===== config.mk =====
export PLATFORM = sky130hd
export DESIGN_NAME = vga_fb_arbiter
export DESIGN_NICKNAME = d
export VERILOG_FILES = /design/src/rtl/vga_fb_pkg.sv /design/src/rtl/fb_clear_engine.sv /design/src/rtl/vga_fb_arbiter.sv
export SDC_FILE = /design/constraint.sdc
export NUM_CORES = 1
export LEC_CHECK = 0
export ABC_CLOCK_PERIOD_IN_PS = 1160
export CAP_MARGIN = 25
export CORE_UTILIZATION = 34
export DETAILED_ROUTE_END_ITERATION = 10
export GPL_ROUTABILITY_DRIVEN = 0
export GPL_TIMING_DRIVEN = 0
export PLACE_DENSITY_LB_ADDON = 0.25
export SYNTH_ARGS = -nofsm -noshare
export SYNTH_HDL_FRONTEND = slang
export SYNTH_HIERARCHICAL = 1
export SYNTH_SLANG_ARGS = --single-unit

===== constraint.sdc =====
create_clock -name CLK -period 1.16 [get_ports CLK]
set_input_delay 0.232 -clock CLK [delete_from_list [all_inputs] [get_ports CLK]]
set_output_delay 0.232 -clock CLK [all_outputs]
set_load 0.02 [all_outputs]

===== src/rtl/vga_fb_pkg.sv =====
// rtl/vga_fb_pkg.sv - shared slot/tag types and sizes for the framebuffer arbiter
package vga_fb_pkg;

  localparam int FB_AW   = 16;
  localparam int FB_DW   = 8;
  localparam int RD_PIPE = 3;

  typedef enum logic [2:0] {IDLE, DISP, HWR, HRD, CLR} slot_t;
  typedef enum logic [1:0] {TAG_NONE, TAG_DISP, TAG_HRD} tag_t;

  function automatic tag_t slot_to_tag(input slot_t s);
    case (s)
      DISP:    return TAG_DISP;
      HRD:     return TAG_HRD;
      default: return TAG_NONE;
    endcase
  endfunction

endpackage


===== src/rtl/fb_clear_engine.sv =====
// rtl/fb_clear_engine.sv - framebuffer fill engine: colour latch, address counter, busy/done
// Instantiated by vga_fb_arbiter only when FB_CLEAR_EN is defined.
module fb_clear_engine #(
  parameter int AW = 16,
  parameter int DW = 8
) (
  input  logic          CLK,
  input  logic          RSTN,
  input  logic          i_start,
  input  logic [DW-1:0] i_color,
  input  logic          i_adv,
  output logic          o_busy,
  output logic          o_done,
  output logic [AW-1:0] o_addr,
  output logic [DW-1:0] o_color
);

  logic          r_busy;
  logic [AW-1:0] r_cnt;
  logic [DW-1:0] r_color;
  logic          w_last;

  assign w_last = &r_cnt;

  // start is only honoured while idle; the counter wraps back to 0 after the last write
  always_ff @(posedge CLK or negedge RSTN) begin
    if (!RSTN) begin
      r_busy  <= 1'b0;
      r_cnt   <= '0;
      r_color <= '0;
    end else if (!r_busy) begin
      if (i_start) begin
        r_busy  <= 1'b1;
        r_cnt   <= '0;
        r_color <= i_color;
      end
    end else if (i_adv) begin
      r_cnt <= r_cnt + 1'b1;
      if (w_last) r_busy <= 1'b0;
    end
  end

  assign o_busy  = r_busy;
  assign o_done  = r_busy & i_adv & w_last;
  assign o_addr  = r_cnt;
  assign o_color = r_color;

endmodule


===== src/rtl/vga_fb_arbiter.sv =====
// rtl/vga_fb_arbiter.sv - single-port framebuffer RAM arbiter: display > clear > host
// Optional clear engine built only when FB_CLEAR_EN is defined.
module vga_fb_arbiter
  import vga_fb_pkg::*;
#(
  parameter int AW     = FB_AW,
  parameter int DW     = FB_DW,
  parameter int RD_LAT = 1
) (
  input  logic          CLK,
  input  logic          RSTN,
  input  logic          pix_ce,
  input  logic          disp_req,
  input  logic [AW-1:0] disp_addr,
  output logic          disp_vld,
  output logic [DW-1:0] disp_data,
  input  logic          host_valid,
  output logic          host_ready,
  input  logic          host_we,
  input  logic [AW-1:0] host_addr,
  input  logic [DW-1:0] host_wdata,
  output logic          host_rvalid,
  output logic [DW-1:0] host_rdata,
  input  logic          clr_start,
  input  logic [DW-1:0] clr_color,
  output logic          clr_busy,
  output logic          clr_done,
  output logic [AW-1:0] ram_addr,
  output logic          ram_we,
  output logic [DW-1:0] ram_wdata,
  input  logic [DW-1:0] ram_rdata
);

  slot_t         r_slot;
  slot_t         w_slot_nxt;
  tag_t          r_tag [RD_LAT];
  logic          w_disp_hit;
  logic [AW-1:0] w_clr_addr;
  logic [DW-1:0] w_clr_color;

  assign w_disp_hit = pix_ce & disp_req;
  assign host_ready = RSTN & ~w_disp_hit & ~clr_busy;

`ifdef FB_CLEAR_EN
  logic w_clr_adv;
  assign w_clr_adv = (w_slot_nxt == CLR);

  fb_clear_engine #(.AW(AW), .DW(DW)) u_clear (
    .CLK     (CLK),
    .RSTN    (RSTN),
    .i_start (clr_start),
    .i_color (clr_color),
    .i_adv   (w_clr_adv),
    .o_busy  (clr_busy),
    .o_done  (clr_done),
    .o_addr  (w_clr_addr),
    .o_color (w_clr_color)
  );
`else
  logic w_unused;
  assign clr_busy    = 1'b0;
  assign clr_done    = 1'b0;
  assign w_clr_addr  = '0;
  assign w_clr_color = '0;
  assign w_unused    = ^{clr_start, clr_color};
`endif

  always_ff @(posedge CLK or negedge RSTN) begin
    if (!RSTN) r_slot <= IDLE;
    else       r_slot <= w_slot_nxt;
  end

  always_comb begin
    w_slot_nxt = IDLE;
    if (w_disp_hit) begin
      w_slot_nxt = DISP;
    end else if (clr_busy) begin
      w_slot_nxt = CLR;
    end else if (host_valid) begin
      if (host_we) w_slot_nxt = HWR;
      else         w_slot_nxt = HRD;
    end
  end

  // IDLE slots leave the address and write data where they were
  always_ff @(posedge CLK or negedge RSTN) begin
    if (!RSTN) begin
      ram_addr  <= '0;
      ram_we    <= 1'b0;
      ram_wdata <= '0;
    end else begin
      ram_we <= 1'b0;
      case (w_slot_nxt)
        DISP: ram_addr <= disp_addr;
        HRD:  ram_addr <= host_addr;
        HWR: begin
          ram_addr  <= host_addr;
          ram_we    <= 1'b1;
          ram_wdata <= host_wdata;
        end
        CLR: begin
          ram_addr  <= w_clr_addr;
          ram_we    <= 1'b1;
          ram_wdata <= w_clr_color;
        end
        default: ;
      endcase
    end
  end

  // r_slot is the tag of the access now on ram_addr; r_tag follows it until ram_rdata is valid
  always_ff @(posedge CLK or negedge RSTN) begin
    if (!RSTN) begin
      for (int i = 0; i < RD_LAT; i++) r_tag[i] <= TAG_NONE;
      disp_vld    <= 1'b0;
      disp_data   <= '0;
      host_rvalid <= 1'b0;
      host_rdata  <= '0;
    end else begin
      r_tag[0] <= slot_to_tag(r_slot);
      for (int i = 1; i < RD_LAT; i++) r_tag[i] <= r_tag[i-1];
      disp_vld    <= (r_tag[RD_LAT-1] == TAG_DISP);
      host_rvalid <= (r_tag[RD_LAT-1] == TAG_HRD);
      if (r_tag[RD_LAT-1] == TAG_DISP) disp_data  <= ram_rdata;
      if (r_tag[RD_LAT-1] == TAG_HRD)  host_rdata <= ram_rdata;
    end
  end

endmodule


==> tab_implementation.tex <==
\begin{tabular}{lr}
\hline
Metric & Value \\
\hline
\multicolumn{2}{l}{\textbf{CTS}} \\
Total CTS buffers & 5 \\
CTS Sinks & 47 \\
Htree depth & 2 \\
CTS tree & done \\
Clk pin slew, worst setup/hold paths & approximately 0.08 ns \\
Later-pin clock latency in the skew report & 0.30 ns \\
CTS max path bufs & 2 \\
Root buffer selected by CTS & clkbuf\_8 \\
\multicolumn{2}{l}{\textbf{Yosys}} \\
Most frequent cell after synthesis & dfrtp\_1 \\
Ys async rst share & 1.00 \\
Adder and majority cell fraction of the synthesized area & 0 \\
Total standard cell area after synthesis & approximately 0.0019 mm² \\
Cell type with the largest total area after synthesis & dfrtp\_1 \\
Post-synthesis instance total & roughly 140 \\
Main combinational cell family by area after synthesis & multiplexers \\
Most used flip-flop cell after synthesis & dfrtp\_1 \\
Total of flip-flops plus latches after synthesis & between 40 and 50 \\
Sequential element share of the synthesized area & 0.623 \\
Top cells by count, synth & 47 x dfrtp\_1, 24 x mux2\_2, 17 x a21oi\_1 \\
Leading post-synthesis cells by cell area & dfrtp\_1 62\%, mux2\_2 14\%, mux2i\_1 8.5\%, a21oi\_1 4.5\%, nor2\_1 3.2\% \\
Mean cell area of the mapped netlist & roughly 13 µm² \\
Proportion of netlist area held by the largest area contributor & 0.623 \\
Count of warnings emitted by yosys & 6 \\
Area fraction in compound gates after synthesis & 0.0477 \\
Synthesized-area fraction occupied by and/or/nand/nor cells & 0.0609 \\
Unique cell type count in the Yosys netlist & 16 \\
Number of enable flip-flop cells after synthesis & 0 \\
Post-synthesis share of cell area spent on xor and xnor gates & 0 \\
Multiplexer share of the synthesized area & 0.228 \\
\multicolumn{2}{l}{\textbf{Min path}} \\
Worst hold path type & in -> reg \\
Instance count along the most critical hold path & 2 \\
Critical hold path startpoint & disp\_req \\
Hold EP & r\_slot[1] \\
\multicolumn{2}{l}{\textbf{Final layout}} \\
Filler-free cell count of the finished design & approximately 330 \\
Filler instances & between 400 and 500 \\
Antenna cell count & 0 \\
Final Core Density & 0.571 \\
Layout Area Growth over Synthesis & 58.3\% \\
Share of cells above drive strength 1 & 0.378 \\
Number of nets in the layout & roughly 320 \\
\multicolumn{2}{l}{\textbf{Setup path}} \\
Data required time at the worst endpoint & roughly 1.3 ns \\
Max Fanout on Critical Path & 5 \\
CP Launch Type & flip-flop \\
Cell with the largest stage delay on the worst path & dfrtp\_1 \\
Worst EP arrival & approximately 1.3 ns \\
Worst-path cell chain & nor2b\_4 > buf\_6 > mux2\_2 \\
R2R Path End & disp\_data[2] \\
Path depth of the worst reg2reg path & 3 \\
Critical path class & reg -> reg \\
Reg2reg setup slack & between 0.015 and 0.02 ns \\
Nature of the critical path endpoint & flip-flop \\
Largest stage delay on the critical path & 0.41 ns \\
Startpoint of the most critical register-to-register path & r\_tag[1] \\
\multicolumn{2}{l}{\textbf{Placed design}} \\
Placed wire-length estimate after detailed placement & roughly 3000 µm \\
Input/output buffers & 96 \\
Number of placed instances with taps included & between 300 and 400 \\
Pre-CTS setup slack & -0.715 ns \\
\multicolumn{2}{l}{\textbf{GRT}} \\
Global-route wire length before repair & 7090 µm \\
Number of antenna violations at the first check in global routing & 0 \\
Overall Global Routing Usage & 0.155 \\
Number of global-route vias before repair & 1545 \\
Overflow left after global routing & 0 \\
Largest net degree at the start of global routing & 20 \\
\multicolumn{2}{l}{\textbf{Route}} \\
Number of optimization iterations in the first detailed-route pass & 3 \\
Total number of vias & approximately 1500 \\
Routed len/inst & 13.0 µm \\
Topmost layer with routed signal wires & met4 \\
Total length of routed met2 wires & between 1500 and 2000 µm \\
Via-to-Cell Ratio & between 4 and 5 \\
Met1 routed wirelength after detailed routing & between 1500 and 2000 µm \\
Total Routed Length & $\sim$4300 µm \\
Final routed DRC violation total & 0 \\
Antenna-violating nets left & 0 \\
Violation count after the first detailed-routing iteration & 60 \\
Detailed route wirelength on metal3 & approximately 340 µm \\
\multicolumn{2}{l}{\textbf{Timing}} \\
Max frequency & 877 MHz \\
Max Clock Skew & between 0.005 and 0.006 ns \\
Final period demand of the worst path & around 1.1 ns \\
Worst-margin pin slew & roughly 0.74 ns \\
\# setup viols final & 0 \\
Crit share post-route & 0.983 \\
Count of final hold-check violations & 0 \\
RSZ-0062 raised after global routing & true \\
Worst Hold Margin & between 0.2 and 0.3 ns \\
Worst relative slew slack & 0.507 \\
Final Max Slew Viols & 0 \\
Setup slack of the critical path after layout & 0.0198 ns \\
\multicolumn{2}{l}{\textbf{Die}} \\
Starting density of the core & 0.361 \\
Number of placed I/O pins & 109 \\
Area enclosed by the die boundary & just under 0.006 mm² \\
Chip height & $\sim$77 µm \\
Number of rows created at floorplan & 26 \\
Core area & about 0.0052 mm² \\
Die Width & $\sim$77 µm \\
\multicolumn{2}{l}{\textbf{Run}} \\
Number of max-cap violations & 0 \\
\multicolumn{2}{l}{\textbf{Power}} \\
Leakage component of the power & approximately 1.4 nW \\
Design Power & 4.26 mW \\
Pwr per Cell Area & between 1000 and 1500 mW/mm² \\
Max rail drop VDD & between 800 and 900 µV \\
\multicolumn{2}{l}{\textbf{Status}} \\
Outcome & finished clean \\
\hline
\end{tabular}
==> routing by layer <==
metal  track usage  vias up
met5             0        -
met3        0.0551       11
met1         0.193      710
met2         0.239       65
met4        0.0731        0
li1              -      705
==> report_power, final <==
group / leakage (nW) / internal, mW / switching [mW]
combinational: 0.820 / 0.614 / 0.651
clock: 0.0470 / 0.468 / 0.514
sequential: 0.552 / 1.90 / 0.115
total: 1.42 / 2.98 / 1.28
==> worst max-delay path by stage <==
stage             start       endpoint  slack, ns  cells after the start
2_1_floorplan  r_tag[1]   disp_data[0]       0.07                      3
3_3_place_gp       RSTN     host_ready      -2.27                      3
3_5_place_dp       RSTN     host_ready      -0.72                      4
4_1_cts        r_tag[1]  host_rdata[4]      0.001                      3
5_1_grt        r_tag[1]   disp_data[6]      -0.02                      3
6_report       r_tag[1]   disp_data[2]       0.02                      3
==> worst max-delay path, delay by kind of cell (launching register included) <==
family	cells	cell delay, ns
flip-flops	1	0.41
AND/OR/NAND/NOR	1	0.15
buffers and inverters	1	0.14
multiplexers	1	0.33
==> sequential cells by signal, indices dropped and copies added, names as in the netlist, 2 cells and up <==
signal and cells:
ram_addr 16, disp_data 8, host_rdata 8, ram_wdata 8
r_slot 2, r_tag 2
==> logic make-up after synthesis <==
group / count (synthesis)
buffers and inverters: 12
multiplexers: 40
AO/OA/AOI/OAI: 18
other: 1
AND/OR/NAND/NOR: 23
flip-flops: 47
==> cell type report <==
cell class	count	area, µm²	share of cell area
multi-input cells	83	654	0.219
well taps	70	87.6	0.0293
clock buffers	6	82.6	0.0276
clock inverters	1	5.00	0.00167
flip-flops and latches	47	1180	0.393
repair buffers	110	900	0.301
plain buffers	9	75.1	0.0251
inverters	3	11.3	0.00376
==> timing repair <==
item / CTS / global route
hold endpoints to repair: 32 / 18
pin swaps: 1 / 0
resized for setup: 179 / 13
cloned: 1 / 1
setup endpoints to repair: 60 / 19
buffers inserted: 1 / 6
==> metrics by stage <==
stage | TNS [ns] | instance area (µm²)
2_1_floorplan | 0 | 1890
3_3_place_gp | -79.74 | 2940
4_1_cts | 0 | 2880
3_5_place_dp | -7.21 | 2960
5_1_grt | -0.0529 | 2990
6_report | 0 | 2990
==> layout by cell type (no fill, tap or decap) <==
cell	synthesis	final
nor2_1	16	16
nor2b_4	0	1
conb_1	1	2
clkbuf_8	0	6
inv_1	3	3
bufbuf_16	0	1
buf_6	2	5
buf_12	0	1
mux2i_1	16	16
buf_2	5	47
mux2_4	0	1
nor2b_1	2	1
nand2b_1	1	1
clkinv_2	0	1
o21ai_0	1	1
dlygate4sd2_1	0	2
nand2_2	1	1
and2_1	2	2
mux2_2	24	23
clkdlybuf4s50_1	0	49
buf_8	0	1
dfrtp_1	47	47
a21oi_1	17	17
nand3_4	1	1
dlygate4sd3_1	0	4
buf_4	2	9
Power figures use the tool's default switching activity.
==> variant, RTL diff (config.mk and constraints unchanged) <==
Make the reset (`RSTN`) synchronous in 3 clocked blocks.
--- a/src/rtl/vga_fb_arbiter.sv
+++ b/src/rtl/vga_fb_arbiter.sv
@@ -66,5 +66,5 @@
 `endif
 
-  always_ff @(posedge CLK or negedge RSTN) begin
+  always_ff @(posedge CLK) begin
     if (!RSTN) r_slot <= IDLE;
     else       r_slot <= w_slot_nxt;
@@ -84,5 +84,5 @@
 
   // IDLE slots leave the address and write data where they were
-  always_ff @(posedge CLK or negedge RSTN) begin
+  always_ff @(posedge CLK) begin
     if (!RSTN) begin
       ram_addr  <= '0;
@@ -110,5 +110,5 @@
 
   // r_slot is the tag of the access now on ram_addr; r_tag follows it until ram_rdata is valid
-  always_ff @(posedge CLK or negedge RSTN) begin
+  always_ff @(posedge CLK) begin
     if (!RSTN) begin
       for (int i = 0; i < RD_LAT; i++) r_tag[i] <= TAG_NONE;
Function: differs if RSTN is asserted again (counterexample within 4 cycles, from zero or initial values and one cycle with RSTN low); with RSTN held inactive, the same outputs for 10 cycles.
==> variant against the original RTL <==
Global-route usage rose by 1.9 points; critical path type is now register to output pin; highest routed layer unchanged; synthesized area shrank 1.3%; cell area is 3.4% lower; wire length increased by 10%; sequential cell count is the same; setup slack improved by 0.018 ns; synthesized cell count is 43% higher.
Power is not compared: it rests on default switching activity, and its combinational part moved more than twofold at a synthesized area within 25%.
==> variant: results (changes against the original RTL) <==
first-pass GRT wire length=8183 microns (+15%); VDD IR max=0.9024 mV; crit path max fanout=2 (-3); arrival time at the worst endpoint=0.89 ns (-0.43 ns); Yosys warnings=6 (unchanged); min-delay worst type=input pin to register; HPWL after DPL=3424 microns (+14%); filler instances=534 (+12%); Setup WS pre-CTS=-0.6424 ns (+0.07274 ns); 1st-pass router iterations=4 (+1); GRT Total Usage=17.39% (+1.9 points); Worst R2R Setup Slack=0.18 ns (+0.16 ns); CP peak stage delay=0.33 ns (-0.08 ns); register area share after synthesis=50.44% (-12 points); initial antenna violation count=0 (unchanged); status=complete, no violations; Netlist cell types=20 (+4); htree depth=2 (unchanged); largest net degree at the start of global routing=15 (-25%); synth top area cells=dfxtp_1 (50%), mux2i_1 (13%), nand2_1 (9.9%), a21boi_1 (6.4%), a21oi_1 (4.3%); area of the multi-input gates=815.8 sq um (+25%); Post-synth top cells=nand2_1 (49), dfxtp_1 (47), mux2i_1 (24); hold path startpoint=RSTN; Layout Skew=0.006104 ns (+0.0008420 ns); WHS Path Cells=3 (+1); Max stage delay cell, worst path=dfxtp_1; share of layout cells above drive strength 1=24.44% (-13 points); reg2reg path depth=4 (+1); vias in the first global route=1762 (+14%); #MultiIn Comb=138 (+66%); Seq cells=47 (unchanged); RR Endpoint=host_rdata[6]$_SDFFE_PN0P_; Routed WL=4725 microns (+10%); Vias/cell=4.514 (-0.39%); initial drt markers=68 (+13%); Clock Tree Buf Depth=2 (unchanged); fraction of area in registers=32.55% (-6.8 points); Reg-to-Reg Start=r_tag[0][1]$_SDFF_PN0_; nonclk inv count=0 (-3); CP startpoint=ram_addr[8]$_SDFFE_PN0P_; Hold Crit Endpoint=ram_wdata[5]$_SDFFE_PN0N_; nets=373 (+16%); asr flop ratio synth=0% (-100 points); Layout non-clock buf frac=32.12% (-0.46 points); Clock buf/inv share=4.069% (+1.1 points); Buffers excl. clock=118 (-0.84%); Synth top area share=50.44% (-12 points); diode count=0 (unchanged)
## variant: cell types whose count changed after synthesis, moves of 15 or more
| cell | change |
|---|---|
| dfxtp_1 | +47 |
| a21boi_1 | +16 |
| o21ai_0 | +15 |
| mux2_2 | -24 |
| nand2_1 | +49 |
| dfrtp_1 | -47 |
| nor2_1 | -15 |
## variant: worst max-delay path by stage
stage	end	slack (ns)	depth (start not counted)
finish	ram_addr[8]	0.04	1
global route	host_rvalid	0.004	1
CTS	ram_wdata[4]	0.002	1
detailed placement	host_ready	-0.64	4
global placement	host_ready	-0.65	4
floorplan	ram_we$_SDFF_PN0_	0.27	3
## variant: power by group through the flow
stage,combinational (uW),clock (uW),sequential (uW)
floorplan,213,0,1850
global placement,667,0,1760
detailed placement,672,0,1770
CTS,667,1270,1730
global route,677,1350,1740
finish,625,1240,1730
## variant: per-layer routing
metal / global-route usage [%] / part of all wire (%) / up-vias
met5: 0 / 0 / -
met4: 5.385 / 1.6 / 0
met3: 6.826 / 8.8 / 8
met2: 30.36 / 47 / 64
met1: 19.39 / 42 / 767
li1: - / - / 881
## variant: cells by family (layout without fill, tap and decap cells)
group | after synthesis | after routing | synth area share [%]
buffers and inverters | 18 | 126 | 6.371
AOI/OAI and AO/OA | 49 | 49 | 15.43
DFF | 47 | 47 | 50.44
and+or+nand+nor | 63 | 63 | 14.69
other | 1 | 2 | 0.2010
muxes | 24 | 24 | 12.88
## variant: timing repair
action	CTS	global route
pin swaps	1	0
setup endpoints to repair	48	46
setup buffers	3	1
gates resized for setup	139	43
## variant: per-stage QoR
stage	area (sq um)	hold slack, ns	power, uW	cells
finish	2890	0.2884	3588	381
global route	2890	0.3144	3769	381
CTS	3119	0.2813	3667	380
global placement	2918	0.3883	2430	369
floorplan	1869	0.3669	2064	203
detailed placement	2918	0.3964	2437	369
